[src/rtl/uart_pkg.sv]
// Shared UART definitions: parity modes, receiver FSM states and the runtime
// configuration record used by both the receiver and the transmitter.
package uart_pkg;

  localparam logic [1:0] PAR_NONE = 2'd0;
  localparam logic [1:0] PAR_EVEN = 2'd1;
  localparam logic [1:0] PAR_ODD  = 2'd2;

  localparam int unsigned CFG_DIV_W = 16;

  typedef enum logic [2:0] {
    StIdle,
    StStart,
    StData,
    StParity,
    StStop,
    StBrkWait
  } uart_rx_state_e;

  typedef struct packed {
    logic [CFG_DIV_W-1:0] baud_div;
    logic [1:0]           parity_mode;
    logic                 two_stop;
  } uart_cfg_t;

  function automatic logic maj3(input logic a, input logic b, input logic c);
    return (a & b) | (a & c) | (b & c);
  endfunction

  // Mode 3 is an alias for "no parity".
  function automatic logic parity_en(input logic [1:0] mode);
    return (mode == PAR_EVEN) || (mode == PAR_ODD);
  endfunction

endpackage

[src/rtl/uart_os_tick.sv]
// Sample-tick prescaler: counts 0..div-1 and pulses stick_o at the terminal
// count. A divisor of 0 behaves as 1; restart_i forces the count back to 0.
module uart_os_tick #(
  parameter int unsigned DIV_W = 16
) (
  input  logic             clk,
  input  logic             rst,
  input  logic             restart_i,
  input  logic [DIV_W-1:0] div_i,
  output logic             stick_o
);

  logic [DIV_W-1:0] cnt_q, cnt_d;
  logic [DIV_W-1:0] term;

  always_comb begin
    term    = (div_i == '0) ? '0 : div_i - DIV_W'(1);
    // >= so a divisor shrunk below the running count still wraps promptly
    stick_o = (cnt_q >= term);
    cnt_d   = stick_o ? '0 : cnt_q + DIV_W'(1);
    if (restart_i) begin
      cnt_d = '0;
    end
  end

  always_ff @(posedge clk) begin
    if (rst) begin
      cnt_q <= '0;
    end else begin
      cnt_q <= cnt_d;
    end
  end

endmodule

[src/rtl/uart_rx_os.sv]
// Oversampling UART receiver with 3-sample voting, false-start rejection,
// break detection and a valid/ready output with sticky overrun.
module uart_rx_os
  import uart_pkg::*;
#(
  parameter int unsigned DATA_BITS  = 8,
  parameter int unsigned OVERSAMPLE = 16,
  parameter int unsigned DIV_W      = 16
) (
  input  logic                 clk,
  input  logic                 rst,
  input  logic                 rx,
  input  logic [DIV_W-1:0]     baud_div,
  input  logic [1:0]           parity_mode,
  input  logic                 two_stop,
  output logic [DATA_BITS-1:0] data_out,
  output logic                 valid,
  input  logic                 ready,
  output logic                 frame_err,
  output logic                 parity_err,
  output logic                 brk,
  output logic                 overrun,
  input  logic                 overrun_clr,
  output logic                 busy
);

  localparam int unsigned OS_W = $clog2(OVERSAMPLE);
  localparam int unsigned BC_W = $clog2(DATA_BITS + 1);

  localparam logic [OS_W-1:0] OS_V0   = OS_W'(OVERSAMPLE / 2 - 1);
  localparam logic [OS_W-1:0] OS_V1   = OS_W'(OVERSAMPLE / 2);
  localparam logic [OS_W-1:0] OS_DEC  = OS_W'(OVERSAMPLE / 2 + 1);
  localparam logic [OS_W-1:0] OS_LAST = OS_W'(OVERSAMPLE - 1);

  logic [1:0]           sync_q;
  logic                 rxs;
  uart_rx_state_e       state_q, state_d;
  uart_cfg_t            cfg_q, cfg_d;
  logic [OS_W-1:0]      os_q, os_d;
  logic [BC_W-1:0]      bit_q, bit_d;
  logic [DATA_BITS-1:0] shift_q, shift_d;
  logic [1:0]           vote_q, vote_d;
  logic                 par_q, par_d;
  logic                 stop_err_q, stop_err_d;
  logic                 nz_q, nz_d;
  logic                 low_seen_q, low_seen_d;
  logic [DATA_BITS-1:0] data_q, data_d;
  logic                 fe_q, fe_d, pe_q, pe_d, brk_q, brk_d;
  logic                 valid_q, valid_d, overrun_q, overrun_d;

  logic                 stick, restart, vote, mid_bit, end_bit;
  logic                 complete, comp_fe, comp_pe, comp_brk, overrun_set;
  logic [DIV_W-1:0]     div_sel;

  assign rxs     = sync_q[1];
  assign div_sel = (state_q == StIdle) ? baud_div : DIV_W'(cfg_q.baud_div);
  assign vote    = maj3(vote_q[0], vote_q[1], rxs);
  assign mid_bit = stick && (os_q == OS_DEC);
  assign end_bit = stick && (os_q == OS_LAST);

  uart_os_tick #(
    .DIV_W(DIV_W)
  ) u_tick (
    .clk      (clk),
    .rst      (rst),
    .restart_i(restart),
    .div_i    (div_sel),
    .stick_o  (stick)
  );

  always_comb begin
    state_d     = state_q;
    cfg_d       = cfg_q;
    os_d        = os_q;
    bit_d       = bit_q;
    shift_d     = shift_q;
    vote_d      = vote_q;
    par_d       = par_q;
    stop_err_d  = stop_err_q;
    nz_d        = nz_q;
    low_seen_d  = low_seen_q;
    restart     = 1'b0;
    complete    = 1'b0;
    comp_fe     = 1'b0;
    comp_pe     = 1'b0;
    comp_brk    = 1'b0;

    if (stick && (state_q != StIdle) && (state_q != StBrkWait)) begin
      os_d = (os_q == OS_LAST) ? '0 : os_q + OS_W'(1);
      if (os_q == OS_V0) vote_d[0] = rxs;
      if (os_q == OS_V1) vote_d[1] = rxs;
    end

    unique case (state_q)
      StIdle: begin
        if (stick && !rxs) begin
          state_d              = StStart;
          os_d                 = '0;
          bit_d                = '0;
          restart              = 1'b1;
          stop_err_d           = 1'b0;
          nz_d                 = 1'b0;
          cfg_d.baud_div       = CFG_DIV_W'(baud_div);
          cfg_d.parity_mode    = parity_mode;
          cfg_d.two_stop       = two_stop;
        end
      end
      StStart: begin
        if (mid_bit && vote) begin
          state_d = StIdle;
        end else if (end_bit) begin
          state_d = StData;
        end
      end
      StData: begin
        if (mid_bit) begin
          shift_d = {vote, shift_q[DATA_BITS-1:1]};
          nz_d    = nz_q | vote;
        end
        if (end_bit) begin
          if (bit_q == BC_W'(DATA_BITS - 1)) begin
            bit_d   = '0;
            state_d = parity_en(cfg_q.parity_mode) ? StParity : StStop;
          end else begin
            bit_d = bit_q + BC_W'(1);
          end
        end
      end
      StParity: begin
        if (mid_bit) begin
          par_d = vote;
          nz_d  = nz_q | vote;
        end
        if (end_bit) begin
          state_d = StStop;
        end
      end
      StStop: begin
        if (mid_bit) begin
          if (cfg_q.two_stop && (bit_q == '0)) begin
            stop_err_d = stop_err_q | !vote;
            nz_d       = nz_q | vote;
          end else begin
            // Finish at the decision point so a start bit right after is not missed.
            complete = 1'b1;
            comp_fe  = stop_err_q | !vote;
            comp_pe  = parity_en(cfg_q.parity_mode) &&
                       (par_q != ((^shift_q) ^ (cfg_q.parity_mode == PAR_ODD)));
            comp_brk = !(nz_q | vote);
            state_d  = comp_brk ? StBrkWait : StIdle;
          end
        end
        if (end_bit) begin
          bit_d = bit_q + BC_W'(1);
        end
      end
      StBrkWait: begin
        low_seen_d = low_seen_q | !rxs;
        if (stick) begin
          low_seen_d = 1'b0;
          if (rxs && !low_seen_q) begin
            state_d = StIdle;
          end
        end
      end
      default: state_d = StIdle;
    endcase
  end

  always_comb begin
    data_d      = data_q;
    fe_d        = fe_q;
    pe_d        = pe_q;
    brk_d       = brk_q;
    valid_d     = valid_q;
    overrun_set = 1'b0;

    if (valid_q && ready) begin
      valid_d = 1'b0;
    end
    if (complete) begin
      if (!valid_q || ready) begin
        valid_d = 1'b1;
        data_d  = shift_q;
        fe_d    = comp_fe;
        pe_d    = comp_pe;
        brk_d   = comp_brk;
      end else begin
        overrun_set = 1'b1;
      end
    end

    overrun_d = overrun_q;
    if (overrun_clr) overrun_d = 1'b0;
    if (overrun_set) overrun_d = 1'b1;
  end

  always_ff @(posedge clk) begin
    if (rst) begin
      sync_q     <= 2'b11;
      state_q    <= StIdle;
      cfg_q      <= '0;
      os_q       <= '0;
      bit_q      <= '0;
      shift_q    <= '0;
      vote_q     <= '0;
      par_q      <= 1'b0;
      stop_err_q <= 1'b0;
      nz_q       <= 1'b0;
      low_seen_q <= 1'b0;
      data_q     <= '0;
      fe_q       <= 1'b0;
      pe_q       <= 1'b0;
      brk_q      <= 1'b0;
      valid_q    <= 1'b0;
      overrun_q  <= 1'b0;
    end else begin
      sync_q     <= {sync_q[0], rx};
      state_q    <= state_d;
      cfg_q      <= cfg_d;
      os_q       <= os_d;
      bit_q      <= bit_d;
      shift_q    <= shift_d;
      vote_q     <= vote_d;
      par_q      <= par_d;
      stop_err_q <= stop_err_d;
      nz_q       <= nz_d;
      low_seen_q <= low_seen_d;
      data_q     <= data_d;
      fe_q       <= fe_d;
      pe_q       <= pe_d;
      brk_q      <= brk_d;
      valid_q    <= valid_d;
      overrun_q  <= overrun_d;
    end
  end

  assign data_out   = data_q;
  assign valid      = valid_q;
  assign frame_err  = fe_q;
  assign parity_err = pe_q;
  assign brk        = brk_q;
  assign overrun    = overrun_q;
  // A break is already reported once the FSM sits in BRKWAIT.
  assign busy       = (state_q != StIdle) && (state_q != StBrkWait);

endmodule

[config.mk]
export PLATFORM = sky130hd
export DESIGN_NAME = uart_rx_os
export DESIGN_NICKNAME = d
export VERILOG_FILES = /design/src/rtl/uart_pkg.sv /design/src/rtl/uart_os_tick.sv /design/src/rtl/uart_rx_os.sv
export SDC_FILE = /design/constraint.sdc
export NUM_CORES = 1
export LEC_CHECK = 0
export CAP_MARGIN = 0
export CELL_PAD_IN_SITES_DETAIL_PLACEMENT = 2
export CELL_PAD_IN_SITES_GLOBAL_PLACEMENT = 2
export CORE_MARGIN = 2
export CORE_UTILIZATION = 32
export DETAILED_ROUTE_END_ITERATION = 6
export PLACE_DENSITY = 0.79
export SLEW_MARGIN = 25
export SYNTH_ARGS = -nofsm -noshare
export SYNTH_HDL_FRONTEND = slang
export SYNTH_SLANG_ARGS = --single-unit
[constraint.sdc]
create_clock -name clk -period 4.9 [get_ports clk]
set_input_delay 0.49 -clock clk [delete_from_list [all_inputs] [get_ports clk]]
set_output_delay 0.49 -clock clk [all_outputs]
set_load 0.02 [all_outputs]
==> run_results.csv <==
group,metric,value,unit
global_route,grt_max_degree,63,
global_route,grt_pass1_vias,4199,
power_and_ir_drop,pwr-share-clk,49.6,%
synthesis,async_reset_ff_share,0,%
placed_design,place_congestion,0.7995,
clock_network,cts_buffers,9,
power_and_ir_drop,pwr-share-comb,6.6,%
synthesis,synth_commonest_cells,"81 x nor2_1, 75 x dfxtp_1, 59 x mux2i_1, 32 x nand2_1, 25 x ha_1",
drt,via_count,3784,
die,num_rows,43,
worst_setup_path,worst_ep_arrival_time,4800,ps
die,die_y,121.8,um
synthesis,postSynthCellCount,506,
synthesis,syn_area,4442,sq um
outcome,outcome,"finished, final reports clean",
global_route,antenna_found_initial,0,
sta,period_share,92.26,%
power_and_ir_drop,ir_worst_vdd,0.0001770,V
worst_setup_path,reg2reg_from,"state_q[0]$_SDFFE_PP0P_",
global_route,track_usage,18.09,%
drt,drc,0,
clock_network,clk_pin_slew,60,ps
sta,setup_ws,379.3,ps
power_and_ir_drop,pwr-share-seq,43.8,%
final_layout,instances_no_fill,735,
synthesis,synth_top_cell_by_area,"dfxtp_1",
final_layout,antenna_cells,0,
die,pin_count,38,
placed_design,dp.cells,719,
drt,wirelength,12.50,mm
die,die_width,121.8,um
final_layout,nFillCells,1518,
final_layout,area_growth,22.08,%
final_layout,seq_area,1501,sq um
worst_setup_path,crit_type,"reg -> reg",
sta,tightest_slew,646.3,ps
drt,drtPass1Iterations,4,
clock_network,htreeDepth,3,
flow_run,maxCapViolCount,0,
sta,slew_viol_final,0,
clock_network,cts_setup_buffers,0,
placed_design,placed_cell_area,5100,sq um
power_and_ir_drop,netSwitchingFraction,24.08,%
worst_setup_path,r2r_setup_slack,380,ps
hold_path,hold_class,"reg -> reg",
clock_network,cts.sinks,75,
clock_network,cts_root_buffer,"clkbuf_16",
synthesis,synth_seq_cells,75,
synthesis,syn_nets,555,
drt,routed_via_density,5.148,
power_and_ir_drop,internal_power,1.070,mW
synthesis,yosys-top-cells-area,"dfxtp_1 34%, mux2i_1 13%, ha_1 7.0%, nor2_1 6.8%, xnor2_1 3.9%",
synthesis,syn_avg_cell_area,8.778,sq um
placed_design,post-place-ws,-1.804,ps
global_route,overflow,0,
sta,hold_viol,0,
worst_setup_path,r2r-end,"u_tick.cnt_q[5]$_SDFF_PP0_",
final_layout,final_nets,599,
power_and_ir_drop,total_power,1.409,mW
sta,fin_tns_setup,0,ps
drt,wire_per_inst,17.00,um
sta,setup_viol,0,
synthesis,synth_edf_count,0,
worst_setup_path,crit_path_start_kind,"flip-flop",
power_and_ir_drop,leakage,2.041,nW
placed_design,port_buffers,37,
drt,ant_nets,0,
worst_setup_path,crit_path_end,"u_tick.cnt_q[5]$_SDFF_PP0_",
drt,drt-initial-drc-count,109,
clock_network,cts_tree,"built",
worst_setup_path,endpoint_kind,"flip-flop",
sta,relSlewSlack,56.91,%
synthesis,synth.lib_cells_used.distinct,60,
synthesis,synth-seq-area-share,33.80,%
placed_design,hpwlAfterDp,9.315,mm
synthesis,yosysWarnings,0,
die,dieArea,14840,sq um
sta,grt_setup_unrepaired,"false",
synthesis,yosysMostFrequentCell,"nor2_1",
worst_setup_path,crit_fanout,16,
worst_setup_path,required,5180,ps
worst_setup_path,startpoint,"state_q[0]$_SDFFE_PP0P_",
clock_network,clock_latency,350,ps
sta,period_needed,4521,ps
die,initial_core_util,32.38,%
power_and_ir_drop,switchingPower,0.3392,mW
global_route,grt_pass1_wl,21.12,mm
worst_setup_path,rr_worst_depth,14,
synthesis,synthFlopType,"dfxtp_1",
sta,fin_skew,4.149,ps
clock_network,clockBufferDepth,2,
die,coreArea,13720,sq um
final_layout,drive_gt1_share,9.910,%
final_layout,final_cell_area,5423,sq um
sta,fmaxAchievable,221.2,MHz
synthesis,synth_top_area_share,33.80,%
power_and_ir_drop,powerDensity,259.8,nW/um^2
final_layout,multi_input_area,2784,sq um
[worst min path at each step]
stage | from | endpoint | slack (ps) | cells after the start
final | sync_q[0]$_SDFF_PP1_ | sync_q[1]$_SDFF_PP1_ | 420 | 1
after global routing | sync_q[0]$_SDFF_PP1_ | sync_q[1]$_SDFF_PP1_ | 440 | 1
after CTS | sync_q[0]$_SDFF_PP1_ | sync_q[1]$_SDFF_PP1_ | 420 | 1
after detailed placement | sync_q[0]$_SDFF_PP1_ | sync_q[1]$_SDFF_PP1_ | 410 | 1
after global placement | sync_q[0]$_SDFF_PP1_ | sync_q[1]$_SDFF_PP1_ | 410 | 1
after floorplan | sync_q[0]$_SDFF_PP1_ | sync_q[1]$_SDFF_PP1_ | 390 | 1
[layout by cell type (no fill, tap or decap), types with 3 or more instances in the layout]
cell / netlist / routed
a211oi_1: 4 / 4
a21oi_1: 20 / 20
a311oi_1: 4 / 4
a31oi_1: 5 / 5
and3_1: 7 / 7
buf_4: 1 / 17
clkbuf_16: 0 / 9
clkdlybuf4s50_1: 0 / 36
dfxtp_1: 75 / 75
ha_1: 25 / 25
inv_1: 16 / 16
mux2_2: 3 / 3
mux2i_1: 59 / 59
nand2_1: 32 / 32
nand2b_1: 10 / 10
nand3_1: 17 / 17
nand4_1: 3 / 3
nand4b_1: 4 / 4
nor2_1: 81 / 81
nor2b_1: 8 / 8
nor3_1: 14 / 14
o211ai_1: 3 / 3
o21ai_0: 7 / 7
or2_2: 5 / 5
xnor2_1: 20 / 20
xor2_1: 17 / 17
[cell families after synthesis]
family	share of synthesized area, %
simple gates	21.94
mux	14.06
buf+inv	4.084
xor+xnor	7.803
flops	33.80
compound gates	11.04
fa+ha+maj	7.268
[worst max-delay path, cell delays in order, from the launching register on]
cell and delay [ps]:
dfxtp_1 350, nor3_4 360, mux2_2 490, a21o_1 210, or4_1 690, and2_1 240
ha_1 270, nand2b_1 150, a2111oi_2 370, or4b_1 170, buf_4 180, nand3_1 160
buf_4 210, or2_2 420, nor2_1 160
[final cells by class]
class	count	share of cell area, %
clock buffers	10	4.407
clock inverters	6	1.361
inverters	16	1.108
multi-input cells	392	51.34
flip-flops and latches	75	27.69
well taps	180	4.153
repair buffers	56	9.945
[metrics by stage]
stage | utilization [%] | hold slack [ps]
after global routing | 39.53 | 443.9
after detailed placement | 37.17 | 409.0
after floorplan | - | 389.5
after CTS | 39.45 | 423.4
final | 39.53 | 419.4
after global placement | 37.15 | 408.1
[flip-flops by register name, summed over array words and instances, names as in the netlist, 2 cells and up]
| register | flops |
|---|---|
| state_q | 3 |
| data_out | 8 |
| sync_q | 2 |
| vote_q | 2 |
| bit_q | 4 |
| u_tick.cnt_q | 16 |
| os_q | 4 |
| shift_q | 8 |
| cfg_q | 19 |
[timing repair]
action | in CTS | in global routing
hold buffers | 0 | 0
hold endpoints to repair | 0 | 0
gates resized for setup | 0 | 3
endpoints found under the setup margin | 0 | 18
[power groups by stage]
| stage | clock network, mW | registers, mW | logic, mW |
|---|---|---|---|
| 5_1_grt | 0.743 | 0.618 | 0.104 |
| 6_report | 0.698 | 0.618 | 0.0931 |
| 3_5_place_dp | 0 | 0.631 | 0.0906 |
| 3_3_place_gp | 0 | 0.631 | 0.0856 |
| 4_1_cts | 0.719 | 0.618 | 0.0917 |
| 2_1_floorplan | 0 | 0.629 | 0.0497 |
[per-layer routing]
metal	up-vias	wire [um]	track usage [%]
met5	-	0	0
met3	13	197	2.856
met2	30	6419	31.67
met1	1864	5697	22.49
met4	0	183	6.250
li1	1877	-	-
Note: power is estimated with default switching activity, not from simulation.
